[src/rtl/ord_sram_pkg.sv]
// Shared types for the ord_sram arbiter: FSM states and the per-requester
// request bundle that is muxed onto the single SRAM port.
package ord_sram_pkg;

  localparam int NUM_REQ_MAX = 4;

  // Request lanes are sized for the default SRAM geometry; the top's width
  // parameters must not exceed these.
  localparam int SRAM_ADDR_W = 16;
  localparam int SRAM_DATA_W = 64;
  localparam int SRAM_BE_W   = SRAM_DATA_W / 8;
  localparam int SRAM_VLEN   = 32;

  typedef enum logic {
    INIT,
    RUN
  } state_e;

  typedef struct packed {
    logic                   we;
    logic [SRAM_ADDR_W-1:0] addr;
    logic [SRAM_DATA_W-1:0] wdata;
    logic [SRAM_BE_W-1:0]   be;
    logic [SRAM_VLEN-1:0]   pc;
    logic [SRAM_ADDR_W-1:0] addr_t0;
    logic [SRAM_DATA_W-1:0] wdata_t0;
  } arb_req_t;

endpackage

[src/rtl/rr_arbiter.sv]
// Combinational round-robin picker: first set request at or after ptr_i,
// wrapping, reported as a one-hot grant plus the winner's index.
module rr_arbiter #(
  parameter int NUM_REQ = 2,
  parameter int PTR_W   = 1
) (
  input  logic [NUM_REQ-1:0] req_i,
  input  logic [PTR_W-1:0]   ptr_i,
  output logic [NUM_REQ-1:0] gnt_o,
  output logic [PTR_W-1:0]   idx_o,
  output logic               valid_o
);

  logic [PTR_W-1:0] cand;

  always_comb begin
    gnt_o   = '0;
    idx_o   = '0;
    valid_o = 1'b0;
    cand    = '0;
    for (int off = 0; off < NUM_REQ; off++) begin
      cand = PTR_W'((int'(ptr_i) + off) % NUM_REQ);
      if (!valid_o && req_i[cand]) begin
        valid_o     = 1'b1;
        gnt_o[cand] = 1'b1;
        idx_o       = cand;
      end
    end
  end

endmodule

[src/rtl/ord_sram_arb.sv]
// Shares one single-port SRAM between NUM_REQ requesters: zero-init sweep
// after reset, then round-robin arbitration with read-data steering and taint.
module ord_sram_arb
  import ord_sram_pkg::*;
#(
  parameter  int NUM_REQ    = 2,
  parameter  int ADDR_W     = SRAM_ADDR_W,
  parameter  int DATA_W     = SRAM_DATA_W,
  parameter  int INIT_WORDS = 32,
  parameter  int VLEN       = SRAM_VLEN,
  localparam int NUM_BYTES  = DATA_W / 8,
  localparam int PTR_W      = $clog2(NUM_REQ)
) (
  input  logic                          clk_i,
  input  logic                          rst_i,
  input  logic [NUM_REQ-1:0]            req_i,
  output logic [NUM_REQ-1:0]            gnt_o,
  input  logic [NUM_REQ-1:0]            we_i,
  input  logic [NUM_REQ*ADDR_W-1:0]     addr_i,
  input  logic [NUM_REQ*DATA_W-1:0]     wdata_i,
  input  logic [NUM_REQ*NUM_BYTES-1:0]  be_i,
  input  logic [NUM_REQ*VLEN-1:0]       pc_i,
  input  logic [NUM_REQ*ADDR_W-1:0]     addr_t0_i,
  input  logic [NUM_REQ*DATA_W-1:0]     wdata_t0_i,
  output logic [NUM_REQ-1:0]            rvalid_o,
  output logic [DATA_W-1:0]             rdata_o,
  output logic [DATA_W-1:0]             rdata_t0_o,
  output logic                          init_done_o,
  output logic                          sram_req_o,
  output logic                          sram_we_o,
  output logic [ADDR_W-1:0]             sram_addr_o,
  output logic [DATA_W-1:0]             sram_wdata_o,
  output logic [NUM_BYTES-1:0]          sram_be_o,
  output logic [VLEN-1:0]               sram_pc_o,
  output logic [ADDR_W-1:0]             sram_addr_t0_o,
  output logic [DATA_W-1:0]             sram_wdata_t0_o,
  input  logic [DATA_W-1:0]             sram_rdata_i,
  input  logic [DATA_W-1:0]             sram_rdata_t0_i
);

  state_e           state_q;
  logic [ADDR_W-1:0] init_cnt_q;
  logic [PTR_W-1:0] rr_ptr_q;
  logic [PTR_W-1:0] rr_ptr_d;
  logic             rd_pend_q;
  logic [PTR_W-1:0] rd_owner_q;
  logic             init_done_q;

  logic [NUM_REQ-1:0] arb_gnt;
  logic [PTR_W-1:0]   win_idx;
  logic               win_valid;
  logic               grant;
  arb_req_t           cand [NUM_REQ];
  arb_req_t           win;

  always_comb begin
    for (int i = 0; i < NUM_REQ; i++) begin
      cand[i].we       = we_i[i];
      cand[i].addr     = SRAM_ADDR_W'(addr_i[i*ADDR_W +: ADDR_W]);
      cand[i].wdata    = SRAM_DATA_W'(wdata_i[i*DATA_W +: DATA_W]);
      cand[i].be       = SRAM_BE_W'(be_i[i*NUM_BYTES +: NUM_BYTES]);
      cand[i].pc       = SRAM_VLEN'(pc_i[i*VLEN +: VLEN]);
      cand[i].addr_t0  = SRAM_ADDR_W'(addr_t0_i[i*ADDR_W +: ADDR_W]);
      cand[i].wdata_t0 = SRAM_DATA_W'(wdata_t0_i[i*DATA_W +: DATA_W]);
    end
  end

  rr_arbiter #(
    .NUM_REQ (NUM_REQ),
    .PTR_W   (PTR_W)
  ) u_rr_arbiter (
    .req_i   (req_i),
    .ptr_i   (rr_ptr_q),
    .gnt_o   (arb_gnt),
    .idx_o   (win_idx),
    .valid_o (win_valid)
  );

  assign win      = cand[win_idx];
  assign grant    = !rst_i && (state_q == RUN) && win_valid;
  assign rr_ptr_d = (win_idx == PTR_W'(NUM_REQ - 1)) ? '0 : win_idx + 1'b1;

  // Every output is forced to zero while rst_i is high, including a response
  // that would otherwise land in the reset cycle.
  always_comb begin
    gnt_o           = '0;
    sram_req_o      = 1'b0;
    sram_we_o       = 1'b0;
    sram_addr_o     = '0;
    sram_wdata_o    = '0;
    sram_be_o       = '0;
    sram_pc_o       = '0;
    sram_addr_t0_o  = '0;
    sram_wdata_t0_o = '0;
    rvalid_o        = '0;
    rdata_o         = '0;
    rdata_t0_o      = '0;
    if (!rst_i && (state_q == INIT)) begin
      sram_req_o  = 1'b1;
      sram_we_o   = 1'b1;
      sram_be_o   = '1;
      sram_addr_o = init_cnt_q;
    end else if (grant) begin
      gnt_o           = arb_gnt;
      sram_req_o      = 1'b1;
      sram_we_o       = win.we;
      sram_addr_o     = ADDR_W'(win.addr);
      sram_wdata_o    = DATA_W'(win.wdata);
      sram_be_o       = NUM_BYTES'(win.be);
      sram_pc_o       = VLEN'(win.pc);
      sram_addr_t0_o  = ADDR_W'(win.addr_t0);
      sram_wdata_t0_o = DATA_W'(win.wdata_t0);
    end
    if (!rst_i && rd_pend_q) begin
      rvalid_o[rd_owner_q] = 1'b1;
      rdata_o              = sram_rdata_i;
      rdata_t0_o           = sram_rdata_t0_i;
    end
  end

  assign init_done_o = init_done_q & ~rst_i;

  always_ff @(posedge clk_i) begin
    if (rst_i) begin
      state_q     <= INIT;
      init_cnt_q  <= '0;
      rr_ptr_q    <= '0;
      rd_pend_q   <= 1'b0;
      rd_owner_q  <= '0;
      init_done_q <= 1'b0;
    end else begin
      case (state_q)
        INIT: begin
          init_cnt_q <= init_cnt_q + 1'b1;
          rd_pend_q  <= 1'b0;
          if (init_cnt_q == ADDR_W'(INIT_WORDS - 1)) begin
            state_q     <= RUN;
            init_done_q <= 1'b1;
          end
        end
        RUN: begin
          rd_pend_q <= grant && !win.we;
          if (grant) begin
            rr_ptr_q   <= rr_ptr_d;
            rd_owner_q <= win_idx;
          end
        end
        default: state_q <= INIT;
      endcase
    end
  end

endmodule

[config.mk]
export PLATFORM = sky130hd
export DESIGN_NAME = ord_sram_arb
export DESIGN_NICKNAME = d
export VERILOG_FILES = /design/src/rtl/ord_sram_pkg.sv /design/src/rtl/rr_arbiter.sv /design/src/rtl/ord_sram_arb.sv
export SDC_FILE = /design/constraint.sdc
export NUM_CORES = 1
export LEC_CHECK = 0
export CORE_AREA = 4 4 334 336
export DETAILED_ROUTE_END_ITERATION = 7
export DIE_AREA = 0 0 338 340
export PLACE_DENSITY = 0.36
export SYNTH_ARGS = -nofsm -noshare
export SYNTH_HDL_FRONTEND = slang
export SYNTH_SLANG_ARGS = --single-unit
export TNS_END_PERCENT = 50
[constraint.sdc]
create_clock -name clk_i -period 2.4 [get_ports clk_i]
set_input_delay 0.48 -clock clk_i [delete_from_list [all_inputs] [get_ports clk_i]]
set_output_delay 0.48 -clock clk_i [all_outputs]
set_load 0.01 [all_outputs]
==> key figures, run 1 <==
Finish
  • Share of layout cells above drive strength 1: 33.6%
  • Final Non-Filler Cells: 3342
  • Layout Nets: 2455
  • Layout area overhead: 240%

Critical path
  • Crit start category: input pin
  • Critical path type: input pin to output port
  • Critical path required time: 1920 ps
  • CP arrival: 1980 ps
  • CP Capture Type: output port
  • Worst-path fanout max: 23

Logic synthesis
  • Sequential area share after synthesis: 7.71%
  • Yosys top cell area share: 25.7%
  • Cell with the most instances after synthesis: nand2_1
  • Syn nets: 1452
  • Synth area leader: nand2_1
  • Number of synthesized flops with an enable pin: 0
  • Syn Area/Cell: 5.95 um2
  • Unique masters post-synth: 36
  • Netlist Area Pre-Place: 0.00546 mm2
  • Mapped Cells: 917
  • Top cells by area, synth: nand2_1 26%, a21oi_2 24%, and2_1 15%
  • #FFs+latches synth: 21
  • Synth top cells by count: 373 x nand2_1, 150 x a21oi_2, 130 x and2_1
  • Synth async-reset ratio: 0%
  • Syn. warnings: 0
  • Synth Flop Type: dfxtp_1

Place
  • Setup WS pre-CTS: -1270 ps
  • Final RePlAce weighted congestion: 0.842
  • Cells after DPL: 3236
  • IO buf count: 868
  • Post-DP HPWL: 62300 um

Floorplan
  • Die H: 340 um
  • Initial Utilization: 5.03%
  • Row cnt: 121
  • Io pins: 869
  • Core Region: 0.109 mm2
  • Die Area: 0.115 mm2
  • Die span in x: 338 um

Timing
  • Final period util: 102%
  • Setup Skew: 2.30 ps
  • Minimum clock period: 2460 ps
  • Least-Margin Pin Slew: 360 ps
  • Final Hold Vio Count: 0
  • Setup-failing EPs final: 32
  • Max-slew violations: 0
  • Slew HR: 75.9%
  • Worst setup margin: -55.3 ps
  • Max Clk Rate: 407 MHz
  • RSZ-0062 raised after global routing: true

Route
  • Via density per instance: 3.04
  • Avg WL per Cell: 22.9 um
  • Initial DRC count: 325
  • Via count: 10149
  • DRT antenna net count: 0
  • Final WL: 76500 um
  • Drc violations: 0
  • DR pass1 iterations: 5

CTS
  • CTS tree: done
  • CTS clk-pin slew, worst paths: 60 ps
  • Clock Sinks: 21
  • Clock latency at the later pin of the worst-skew pair: 250 ps
  • Deepest clock path buffer count: 2
  • # hold bufs at CTS: 0
  • CTS Buf Count: 3
  • CTS root buffer: clkbuf_16
  • H-tree depth: 1

Flow run
  • Max_cap viols: 0

Global route
  • Vias in the first global route: 10844
  • Largest net degree at the start of global routing: 47
  • Initial antenna violation count: 38
  • First-pass GRT wire length: 95800 um
  • Grt ovf: 0
  • All-Layer GR Usage: 12.3%

Pwr
  • PwrDens: 133 mW/mm2
  • VDD IR max: 181 uV
  • Leakage: 8.59 nW

Status
  • Failing checks: setup timing
  • Status: complete, but fails checks

Worst hold path
  • Hold Crit Class: register to register
-- metrics by stage --
step           setup TNS [ps]  instance area [um2]  util, %  hold WS (ps)  total power, mW
6_report                 -665                18600     17.1           455             2.46
5_1_grt                 -3780                18600     17.1           476             2.61
4_1_cts                -12750                18100     16.7           454             2.47
3_5_place_dp          -223540                16900     15.6           447             1.88
3_3_place_gp          -229230                16900     15.6           445             1.89
2_1_floorplan               0                 5460        -           427            0.700
-- kinds of logic after synthesis --
kind of cell | after synthesis | share of synthesized area [%]
and+or+nand+nor | 557 | 46.3
adders and majority gates | 1 | 0.229
xor gates and xnor gates | 12 | 1.93
buffers and inverters | 89 | 9.06
AOI/OAI and AO/OA | 211 | 30.0
DFF | 21 | 7.71
muxes | 26 | 4.77
-- critical path, stage by stage --
cell             delay [ps]
buf_2                   110
buf_4                   150
nor2b_4                 130
buf_12                  190
buf_4                   180
and2_1                  120
clkdlybuf4s50_1         540
-- per-layer routing --
layer  GRT usage, %  vias up  part of all wire, %
met5              0        -                0.059
met4           1.57        6                  1.0
met3           3.54       53                  7.8
met2           22.4      509                   50
met1           14.5     4602                   41
li1               -     4979                    -
-- registers in the layout, summed over array words and instances, names as in the netlist --
name and cells:
init_cnt_q 16, init_done_q 1, rd_owner_q 1, rd_pend_q 1, rr_ptr_q 1, state_q 1
-- repair_timing --
action / CTS / global route
buffers inserted: 67 / 19
gates resized for setup: 807 / 203
pin swaps: 7 / 20
cloned: 18 / 4
endpoints found under the setup margin: 335 / 249
-- area by class of cell --
class	instances	area, um2
diodes	9	22.5
clock buffers	4	78.8
fillers	12394	90000
inverters	4	15.0
multi-input cells	807	5090
flip-flops and latches	21	423
well taps	1414	1770
repair buffers	1083	11200
-- cell usage in the layout (no fill, tap or decap), types with 15 or more instances in the layout --
| cell type | n |
|---|---|
| a21oi_2 | 140 |
| nand2_1 | 354 |
| buf_16 | 19 |
| a21oi_4 | 34 |
| dfxtp_1 | 19 |
| clkbuf_2 | 19 |
| clkdlybuf4s50_1 | 559 |
| dlygate4sd2_1 | 42 |
| nand2_2 | 15 |
| nor2_1 | 21 |
| buf_6 | 68 |
| buf_2 | 126 |
| mux2i_1 | 20 |
| dlymetal6s2s_1 | 60 |
| buf_4 | 101 |
| buf_12 | 67 |
| and2_1 | 127 |
-- where the power goes --
part           internal [mW]  switching (mW)
clock network          0.227           0.132
registers              0.353         0.00813
logic                   1.11           0.632
total                   1.69           0.772
-- path summary, 6_finish.rpt --
path	from	endpoint	slack, ps	depth (start not counted)
worst max-delay path	rst_i	rdata_o[42]	-60	7
worst min-delay path	rr_ptr_q	rr_ptr_q	460	2
worst max register to register	init_cnt_q[0]	state_q	780	5
worst min register to register	rr_ptr_q	rr_ptr_q	460	2
No activity file was read; power rests on OpenSTA's default activity.
==> inputs of run 2 (changes only) <==
- CELL_PAD_IN_SITES_DETAIL_PLACEMENT: not set -> 1
- CELL_PAD_IN_SITES_GLOBAL_PLACEMENT: not set -> 1
- PLACE_DENSITY: 0.36 -> 0.49
==> key figures, run 2 (synthesis results as in run 1) <==
Status
  • Status: complete, but fails checks
  • Failing checks: setup timing

CTS
  • CTS root buffer: clkbuf_16
  • H-tree depth: 1
  • Clock Sinks: 21
  • Deepest clock path buffer count: 2
  • Clock latency at the later pin of the worst-skew pair: 260 ps
  • # hold bufs at CTS: 0
  • CTS tree: done
  • CTS Buf Count: 3
  • CTS clk-pin slew, worst paths: 60 ps

Worst hold path
  • Hold path endpoint: rr_ptr_q
  • WHS Path Cells: 2
  • Hold Crit Class: register to register
  • Min-delay src: rr_ptr_q

Global route
  • Initial antenna violation count: 43
  • Grt ovf: 0
  • First-pass GRT wire length: 94500 um
  • Vias in the first global route: 11018
  • All-Layer GR Usage: 11.9%
  • Largest net degree at the start of global routing: 53

Timing
  • Worst hold margin: 464 ps
  • Final period util: 103%
  • Worst setup margin: -61.5 ps
  • Setup-failing EPs final: 10
  • Least-Margin Pin Slew: 368 ps
  • Setup Skew: 2.42 ps
  • Final Hold Vio Count: 0
  • Slew HR: 75.5%
  • Max Clk Rate: 406 MHz
  • RSZ-0062 raised after global routing: true
  • Max-slew violations: 0
  • Minimum clock period: 2460 ps

Finish
  • Share of layout cells above drive strength 1: 31.5%
  • Post-route cell area: 0.0179 mm2
  • Most flop-heavy register: init_cnt_q
  • Layout Nets: 2412
  • Layout area overhead: 228%
  • Most frequent cells in the layout: 531 x clkdlybuf4s50_1, 362 x nand2_1, 137 x a21oi_2, 124 x and2_1, 108 x buf_2
  • Commonest non-fill, non-tap cell in the layout: clkdlybuf4s50_1
  • Max reg flops: 16

Critical path
  • Critical path cell sequence: inv_2 -> or3_4 -> buf_12 -> buf_12 -> buf_8 -> buf_12 -> a21oi_4 -> buf_12
  • Reg2Reg Setup Slack: 620 ps
  • Worst-path fanout max: 5
  • RR Endpoint: rd_owner_q
  • Reg-to-Reg Start: state_q
  • Worst Reg-to-Reg Cells: 8
  • Critical path type: register to output port
  • CP arrival: 1980 ps
  • CP max stage cell: or3_4
  • Crit start category: register
  • Worst path max stage delay: 460 ps
  • Most used cell, CP: buf_12
  • Critical path required time: 1920 ps
  • Crit path launch: state_q
  • CP Capture Type: output port

Route
  • Final WL: 76000 um
  • Avg WL per Cell: 23.0 um
  • Drc violations: 0
  • Initial DRC count: 267
  • Via density per instance: 3.07
  • DRT antenna net count: 0
  • Via count: 10137
  • DR pass1 iterations: 4

Place
  • Setup WS pre-CTS: -908 ps
  • Post-DP HPWL: 64500 um
  • Placement Cell Area: 0.0167 mm2
  • Final RePlAce weighted congestion: 0.819
  • IO buf count: 868

Floorplan
  • Die Area: 0.115 mm2
  • Initial Utilization: 5.03%
  • Die span in x: 338 um
  • Die H: 340 um
  • Row cnt: 121
  • Core Region: 0.109 mm2
  • Io pins: 869

Pwr
  • VDD IR max: 218 uV
  • Leakage: 8.77 nW
  • PwrDens: 136 mW/mm2

Flow run
  • Max_cap viols: 0
run 2: metal layers:
metal	up-vias	part of all wire (%)	track usage, %
li1	4899	-	-
met2	505	49	21.5
met3	67	9.8	4.37
met4	18	2.1	2.32
met5	-	0.17	0
met1	4648	39	13.4
run 2: worst max path at each step:
stage                           to  slack, ps  cells after the start
3_5_place_dp       sram_addr_o[11]       -910                      7
5_1_grt        sram_wdata_t0_o[60]       -140                      8
2_1_floorplan       sram_addr_o[0]        350                      5
6_report       sram_wdata_t0_o[60]        -60                      8
4_1_cts        sram_wdata_t0_o[60]       -280                     10
3_3_place_gp       sram_addr_o[11]       -910                      7
run 2: critical path, delay by kind of cell (launching register included):
kind / cells / cell delay (ps)
flops: 1 / 330
buf+inv: 6 / 750
simple gates: 1 / 460
compound gates: 1 / 160
run 2: report_power, final:
group / total [mW] / internal [mW] / leakage, nW / switching [mW]
Combinational: 1.70 / 1.08 / 8.56 / 0.619
Clock: 0.368 / 0.227 / 0.0382 / 0.141
Sequential: 0.361 / 0.353 / 0.171 / 0.00801
run 2: timing repair:
| action | 4_1_cts | 5_1_grt |
|---|---|---|
| resized for setup | 722 | 280 |
| buffers inserted | 31 | 27 |
| pin swaps | 8 | 23 |
| endpoints found under the setup margin | 333 | 257 |
| cloned | 8 | 7 |
run 2: stage by stage:
step	power, mW	TNS, ps	cells	util, %
finish	2.43	-313	3303	16.5
detailed placement	1.90	-208710	3221	15.4
CTS	2.36	-13850	3263	16.0
global route	2.56	-1870	3292	16.5
floorplan	0.700	0	917	-
global placement	1.90	-209730	3221	15.4
run 2: final cells by class:
| class | instances | area [um2] |
|---|---|---|
| diodes | 13 | 32.5 |
| clock buffers | 4 | 78.8 |
| fillers | 12969 | 90600 |
| inverters | 4 | 15.0 |
| multi-input cells | 807 | 4960 |
| flip-flops and latches | 21 | 423 |
| well taps | 1414 | 1770 |
| repair buffers | 1040 | 10600 |
